--- src/rtl/alu_reg_integration.sv ---
// ============================================================================
// Module   : alu_reg_integration
// Purpose  : 16x16-bit register file feeding a CR16-style ALU with
//            single-cycle write-back and registered {N,Z,F,L,C} flags.
// Option   : define REG0_ZERO_EN to hardwire R0 to zero.
// Revision : 1.0
// ============================================================================
`default_nettype none

module alu_reg_integration (
  input  logic        clock,
  input  logic        reset,
  input  logic [15:0] immediate,
  input  logic [4:0]  regEnables,
  input  logic [4:0]  buffAEnables,
  input  logic [4:0]  buffBEnables,
  input  logic        Cin,
  input  logic        regOrImmed,
  input  logic [3:0]  op,
  input  logic [3:0]  exop,
  output logic [4:0]  flagsOutput,
  output logic [15:0] regOut15
);

  localparam logic [3:0] c_AND  = 4'b0001;
  localparam logic [3:0] c_OR   = 4'b0010;
  localparam logic [3:0] c_XOR  = 4'b0011;
  localparam logic [3:0] c_LSH  = 4'b0100;
  localparam logic [3:0] c_ADD  = 4'b0101;
  localparam logic [3:0] c_ADDU = 4'b0110;
  localparam logic [3:0] c_ADDC = 4'b0111;
  localparam logic [3:0] c_LSHI = 4'b1000;
  localparam logic [3:0] c_SUB  = 4'b1001;
  localparam logic [3:0] c_SUBC = 4'b1010;
  localparam logic [3:0] c_CMP  = 4'b1011;
  localparam logic [3:0] c_MOV  = 4'b1101;
  localparam logic [3:0] c_LUI  = 4'b1111;

  localparam int c_FLAG_N = 4;
  localparam int c_FLAG_Z = 3;
  localparam int c_FLAG_F = 2;
  localparam int c_FLAG_L = 1;
  localparam int c_FLAG_C = 0;

  logic [15:0] r_regs [16];
  logic [4:0]  r_flags;

  logic [15:0] w_a;
  logic [15:0] w_b;
  logic [15:0] w_regB;
  logic [3:0]  w_code;
  logic        w_isExt;
  logic [16:0] w_cin;
  logic [16:0] w_uSum;
  logic [16:0] w_sSum;
  logic [16:0] w_uDiff;
  logic [16:0] w_sDiff;
  logic [4:0]  w_shMag;
  logic [15:0] w_lsh;
  logic [15:0] w_result;
  logic        w_write;
  logic        w_updC;
  logic        w_updF;
  logic        w_updCmp;
  logic        w_carry;
  logic        w_ovf;
  logic        w_destOk;
  logic        w_unused;

`ifdef REG0_ZERO_EN
  assign w_a      = (buffAEnables[3:0] == 4'd0) ? 16'h0000 : r_regs[buffAEnables[3:0]];
  assign w_regB   = (buffBEnables[3:0] == 4'd0) ? 16'h0000 : r_regs[buffBEnables[3:0]];
  assign w_destOk = ~regEnables[4] & (regEnables[3:0] != 4'd0);
`else
  assign w_a      = r_regs[buffAEnables[3:0]];
  assign w_regB   = r_regs[buffBEnables[3:0]];
  assign w_destOk = ~regEnables[4];
`endif

  assign w_b      = regOrImmed ? w_regB : immediate;
  assign w_unused = buffAEnables[4] ^ buffBEnables[4];

  assign w_isExt = (op == 4'b0000);
  assign w_code  = w_isExt ? exop : op;
  assign w_cin   = {16'd0, Cin & ((w_code == c_ADDC) || (w_code == c_SUBC))};

  // 17-bit unsigned forms expose carry/borrow; sign-extended forms expose overflow.
  assign w_uSum  = {1'b0, w_a} + {1'b0, w_b} + w_cin;
  assign w_sSum  = {w_a[15], w_a} + {w_b[15], w_b} + w_cin;
  assign w_uDiff = {1'b0, w_a} - {1'b0, w_b} - w_cin;
  assign w_sDiff = {w_a[15], w_a} - {w_b[15], w_b} - w_cin;

  assign w_shMag = ~w_b[4:0] + 5'd1;
  assign w_lsh   = w_b[4] ? (w_a >> w_shMag) : (w_a << w_b[3:0]);

  always_comb begin
    w_result = 16'h0000;
    w_write  = 1'b0;
    w_updC   = 1'b0;
    w_updF   = 1'b0;
    w_updCmp = 1'b0;
    w_carry  = 1'b0;
    w_ovf    = 1'b0;
    case (w_code)
      c_ADD, c_ADDC: begin
        w_result = w_uSum[15:0];
        w_write  = 1'b1;
        w_updC   = 1'b1;
        w_updF   = 1'b1;
        w_carry  = w_uSum[16];
        w_ovf    = w_sSum[16] ^ w_sSum[15];
      end
      c_ADDU: begin
        w_result = w_uSum[15:0];
        w_write  = 1'b1;
        w_updC   = 1'b1;
        w_carry  = w_uSum[16];
      end
      c_SUB, c_SUBC: begin
        w_result = w_uDiff[15:0];
        w_write  = 1'b1;
        w_updC   = 1'b1;
        w_updF   = 1'b1;
        w_carry  = w_uDiff[16];
        w_ovf    = w_sDiff[16] ^ w_sDiff[15];
      end
      c_CMP: w_updCmp = 1'b1;
      c_AND: begin w_result = w_a & w_b; w_write = 1'b1; end
      c_OR:  begin w_result = w_a | w_b; w_write = 1'b1; end
      c_XOR: begin w_result = w_a ^ w_b; w_write = 1'b1; end
      c_MOV: begin w_result = w_b;       w_write = 1'b1; end
      // Shift and LUI encodings differ between the extended and primary maps.
      c_LSH:  if (w_isExt)  begin w_result = w_lsh;               w_write = 1'b1; end
      c_LSHI: if (!w_isExt) begin w_result = w_lsh;               w_write = 1'b1; end
      c_LUI:  if (!w_isExt) begin w_result = {w_b[7:0], 8'h00};   w_write = 1'b1; end
      default: ;
    endcase
  end

  always_ff @(posedge clock) begin
    if (!reset) begin
      for (int i = 0; i < 16; i++) r_regs[i] <= 16'h0000;
      r_flags <= 5'b00000;
    end else begin
      if (w_write && w_destOk) r_regs[regEnables[3:0]] <= w_result;
      if (w_updC) r_flags[c_FLAG_C] <= w_carry;
      if (w_updF) r_flags[c_FLAG_F] <= w_ovf;
      if (w_updCmp) begin
        r_flags[c_FLAG_Z] <= (w_a == w_b);
        r_flags[c_FLAG_L] <= (w_a < w_b);
        r_flags[c_FLAG_N] <= ($signed(w_a) < $signed(w_b));
      end
    end
  end

  assign flagsOutput = r_flags;
  assign regOut15    = r_regs[15];

endmodule

`default_nettype wire

--- config.mk ---
export PLATFORM = sky130hd
export DESIGN_NAME = alu_reg_integration
export DESIGN_NICKNAME = d
export VERILOG_FILES = /design/src/rtl/alu_reg_integration.sv
export SDC_FILE = /design/constraint.sdc
export NUM_CORES = 1
export LEC_CHECK = 0
export CAP_MARGIN = 10
export CORE_MARGIN = 1.5
export CORE_UTILIZATION = 40
export CTS_BUF_LIST = sky130_fd_sc_hd__clkbuf_4 sky130_fd_sc_hd__clkbuf_8 sky130_fd_sc_hd__clkbuf_16
export DETAILED_ROUTE_END_ITERATION = 10
export GPL_TIMING_DRIVEN = 0
export PLACE_DENSITY = 0.54
export SLEW_MARGIN = 20
export SYNTH_ARGS = -nofsm -noshare
export SYNTH_HDL_FRONTEND = slang
export SYNTH_SLANG_ARGS = --single-unit
--- constraint.sdc ---
create_clock -name clock -period 6.6 [get_ports clock]
set_input_delay 0.99 -clock clock [delete_from_list [all_inputs] [get_ports clock]]
set_output_delay 0.99 -clock clock [all_outputs]
set_load 0.05 [all_outputs]
* Word-level counts from Yosys, hierarchy flattened
Memory sizes are Yosys's and may differ from the RTL's.
Cells that the tools add are included.
** Cells by class
- Add/subtract/negate cells :: 9
- Magnitude comparators :: 2
- Equal/unequal tests :: 14
- Shifts and indexed selects :: 2
- Multiplexer cells :: 22
- Bitwise logic cells :: 8
- Reductions and logical operators :: 11
** Operator list (number)
- 16-bit one-hot mux with 9 select lines :: 1
- 16-bit two-way mux :: 6
- 16-bit by 16-bit adder with 17-bit output :: 2
- 17-bit by 1-bit adder with 17-bit output :: 2
- 16-bit by 16-bit subtractor with 17-bit output :: 2
- 17-bit by 1-bit subtractor with 17-bit output :: 2
- 16-bit less-than comparator :: 2
- 4-bit == test (second input constant) :: 6
- 16-bit bitwise AND :: 1
- 16-bit == test :: 1
- 4-bit by 3-bit == test with 1-bit output (second input constant) :: 4
- 16-bit bitwise OR :: 1
- 16-bit OR reduction :: 1
- 16-bit by 4-bit << shifter with 16-bit output :: 1
- 16-bit by 5-bit >> shifter with 16-bit output :: 1
- 16-bit bitwise XOR :: 1
- 1-bit two-way mux :: 10
- 9-bit OR reduction :: 1
- 4-bit by 2-bit == test with 1-bit output (second input constant) :: 2
- 4-bit two-way mux :: 2
- 2-bit OR reduction :: 3
- 5-bit by 1-bit adder with 5-bit output (second input constant) :: 1
- 5-bit inverter :: 1
- 5-bit OR reduction :: 1
- other kinds (11) :: 13
** Storage, ports and cells
- Register bits after elaboration :: 5
- RAM bits :: 256
- Input bits :: 43
- Output and inout port bits :: 21
- Memories :: 1
** Memory list
- r_regs :: depth 16, bits a word 16, rd ports 3, clocked after Yosys merged registers in 0, wr ports 16, line 45 : logic [15:0] r_regs [16];

* Longest topological paths before layout
- Word-level depth :: 11
- Gate-level depth with buffers :: 22
- Gate-level depth less buffers :: 18

* Worst setup path before layout
Ideal clock, no wire load.
- Kind :: in2reg
- Start point :: input buffBEnables[0]
- End point :: memory r_regs[10][15], data pin
- Setup time :: 0.270 ns
- Data arrival time :: 5.316 ns
- Path slack :: 1.014 ns
- Stages on the path :: 21
- Cell sequence :: buf_6 buf_6 buf_4 mux4_2 mux4_2 mux2_2 inv_1 ha_1 clkbuf_1 inv_1 ha_1 a21o_1 a21oi_1 o21bai_1 nor2_1 o21ai_0 a31oi_1 o211ai_1 nor4_4 buf_2 a21oi_1
** RTL lines
- from (decl) :: line 16 : input logic [4:0] buffBEnables,
- to (decl) :: line 45

==> results_dict.tcl <==
set metrics [dict create \
    rows 79 \
    nFillCells 4310 \
    final_nets 1842 \
    slew_violations 0 \
    end_kind "register" \
    grt_overflow_total 0 \
    synth.distinct_cells 92 \
    cp.required_ns 6.91 \
    synthCells 1621 \
    critPathMaxFanout 10 \
    met1_usage 0.395 \
    avgSynthCellArea_sq_um 11.6 \
    r2r_slack_ns 0.94 \
    met2_usage 0.511 \
    grt_use_total 0.310 \
    synthArstFlopShare 0 \
    multi_input_comb_area_sq_um 10300 \
    hold_path.class "register to register" \
    cts.reportedPaths.clkPinSlew_ns 0.06 \
    holdWs_ns 0.484 \
    setup_violations 0 \
    die_area_sq_um 48400 \
    area_growth_pct 13.4 \
    synth_warnings 0 \
    port_buffers 51 \
    cts_tree "built" \
    setup.worst_path.start_class "primary input" \
    max_freq_mhz 156 \
    dr.pass1.iters 6 \
    drive_above_1_share 0.210 \
    clk_latency_ns 0.59 \
    core_sq_um 46500 \
    drt_iter0_markers 2015 \
    worstSetupPathType "primary input to register" \
    slew-limit-headroom 0.193 \
    cp.arrival_ns 6.73 \
    cts_buffer_depth 3 \
    detail-route-antenna-nets 0 \
    die_w_um 220 \
    rr_worst_depth 15 \
    hold_violations 0 \
    num_io_pins 64 \
    status "complete, no violations" \
    dpl.hpwl_um 52500 \
    syn-cell-area_sq_um 18800 \
    wirelength_um 75000 \
    cts_hold_buf 0 \
    fin_cells 2348 \
    setup.worst_path.start "buffBEnables[1]" \
    power_density_nw_per_um2 254 \
    die_h_um 220 \
    r2r_start "r_regs[15][2]" \
    synthesis.nets 1747 \
    cts_buffers 31 \
    htree_num_levels 1 \
    timing.final.crit_period_ns 6.43 \
    vias 15500 \
    leakage_nw 7.60 \
    post-route-period-util 0.974 \
    grt_pass1_wl_um 106000 \
    cts_num_sinks 261 \
    rsz0062_at_grt "yes" \
    vias_per_cell 6.59 \
    grt_pass1_vias 15300 \
    use_met3 0.0480 \
    start_util 0.405 \
    tightestPinTransition_ns 1.20 \
    antenna_found_initial 1 \
    synth-edff-count 256 \
    top_usage_layer "met2" \
    drc 0 \
    dp_cells 2281 \
    fin_skew_ns 0.0307 \
    reg2reg_to "r_regs[14][13]" \
    grt_max_degree 17 \
    max_cap_violations 0 \
    crit_end "r_regs[12][15]" \
    vdd_drop_max_mv 0.211 \
    gp_congestion 0.950 \
    wire_per_inst_um 31.9 \
    ys.flop_type "edfxtp_1" \
    ys_ff_latch 261 \
    ys_seq_area_frac 0.414 \
    seqCellArea_sq_um 7790 \
    cts-root-buf "clkbuf_16" \
]
cells in the final DEF (no fill, tap or decap), types with 11 or more instances in the layout:
cell,instances
o21ai_0,38
nand3_1,44
buf_4,19
inv_1,70
xnor2_1,13
mux2i_1,54
o31ai_1,11
clkdlybuf4s50_1,51
a22oi_1,11
nor2_1,221
o22ai_1,15
nand2_1,85
buf_6,14
a21oi_1,113
edfxtp_1,256
a31oi_1,11
clkbuf_16,31
nand2_2,12
nor3_1,40
o211ai_1,14
mux4_2,157
ha_1,77
clkbuf_1,52
buf_2,29
worst min path at each step:
stage                               from        endpoint  slack, ns  cells past startpoint
after detailed placement  flagsOutput[1]  flagsOutput[1]       0.48                      2
after global placement    flagsOutput[1]  flagsOutput[1]       0.48                      2
after global routing      flagsOutput[3]  flagsOutput[3]       0.53                      2
final                     flagsOutput[1]  flagsOutput[1]       0.48                      2
after CTS                 flagsOutput[1]  flagsOutput[1]       0.49                      2
after floorplan           flagsOutput[3]  flagsOutput[3]       0.71                      2
registers in the layout (all words and copies together), names as in the netlist:
name / flops
flagsOutput: 5
r_regs: 256
final cells by class:
class | count | area share
clock buffers | 36 | 0.0381
plain buffers | 115 | 0.0292
flip-flops and latches | 261 | 0.365
repair buffers | 64 | 0.0295
inverters | 77 | 0.0137
multi-input cells | 1166 | 0.483
clock inverters | 21 | 0.00662
diodes | 1 | 0.000117
well taps | 607 | 0.0356
synth_stat cells, drive strengths merged (8+ instances only):
master / count / area (sq um)
a211oi: 12 / 143
a21boi: 8 / 71.3
a21o: 9 / 67.6
a21oi: 117 / 589
a221oi: 9 / 85.1
a22oi: 11 / 82.6
a31oi: 14 / 133
and2: 10 / 62.6
buf: 57 / 375
clkbuf: 60 / 225
edfxtp: 256 / 7690
ha: 79 / 988
inv: 76 / 285
mux2i: 61 / 614
mux4: 157 / 3540
nand2: 97 / 364
nand2b: 9 / 56.3
nand3: 45 / 230
nand4: 10 / 62.6
nor2: 224 / 841
nor2b: 9 / 56.3
nor3: 46 / 262
nor4: 11 / 120
o211ai: 14 / 105
o21ai: 47 / 243
o21bai: 11 / 82.6
o221ai: 8 / 70.1
o22ai: 15 / 93.8
o31ai: 13 / 103
or3: 10 / 62.6
xnor2: 13 / 114
repair_timing:
item	4_1_cts	5_1_grt
setup buffers	7	4
gates resized for setup	20	30
pin swaps	4	3
gates cloned	0	0
endpoints found under the setup margin	202	177
metal layers:
layer	wire (um)	vias to the layer above
met3	6510	206
met1	28600	7826
met2	35500	948
li1	-	6491
met5	0	-
met4	4290	0
worst max-delay path, cell delays in order:
cell and delay, ns:
clkdlybuf4s50_1 0.63, buf_4 0.27, buf_4 0.27, buf_2 0.37, mux4_2 0.38, mux4_2 0.62
mux2i_4 0.31, inv_1 0.14, ha_1 0.21, inv_1 0.05, ha_1 0.27, a21o_1 0.21
o21bai_1 0.21, o21ai_2 0.34, mux2i_2 0.36, o32ai_1 0.23, nor4_4 0.33, buf_4 0.19
buf_2 0.21, a21oi_1 0.09
kinds of logic after synthesis:
| logic type | share of synthesized area |
|---|---|
| buf+inv | 0.0472 |
| flops | 0.414 |
| compound gates | 0.126 |
| xor+xnor | 0.00744 |
| simple gates | 0.125 |
| mux | 0.224 |
| fa+ha+maj | 0.0567 |
through the flow:
step	area (sq um)	TNS (ns)	setup WS (ns)	power (W)	util
finish	21400	0	0.173	0.00542	0.460
detailed placement	20200	-226.54	-1.59	0.00367	0.434
floorplan	18800	0	1.01	0.00312	-
CTS	21200	0	0.0114	0.00534	0.457
global placement	20100	-229.60	-1.65	0.00366	0.433
global route	21400	-0.0565	-0.0350	0.00559	0.460
power by group:
part,internal (W),total (W),switching [W]
Sequential,0.00189,0.00192,0.0000364
Clock,0.000922,0.00166,0.000734
Combinational,0.000673,0.00184,0.00117
No activity file was read; power rests on OpenSTA's default activity.
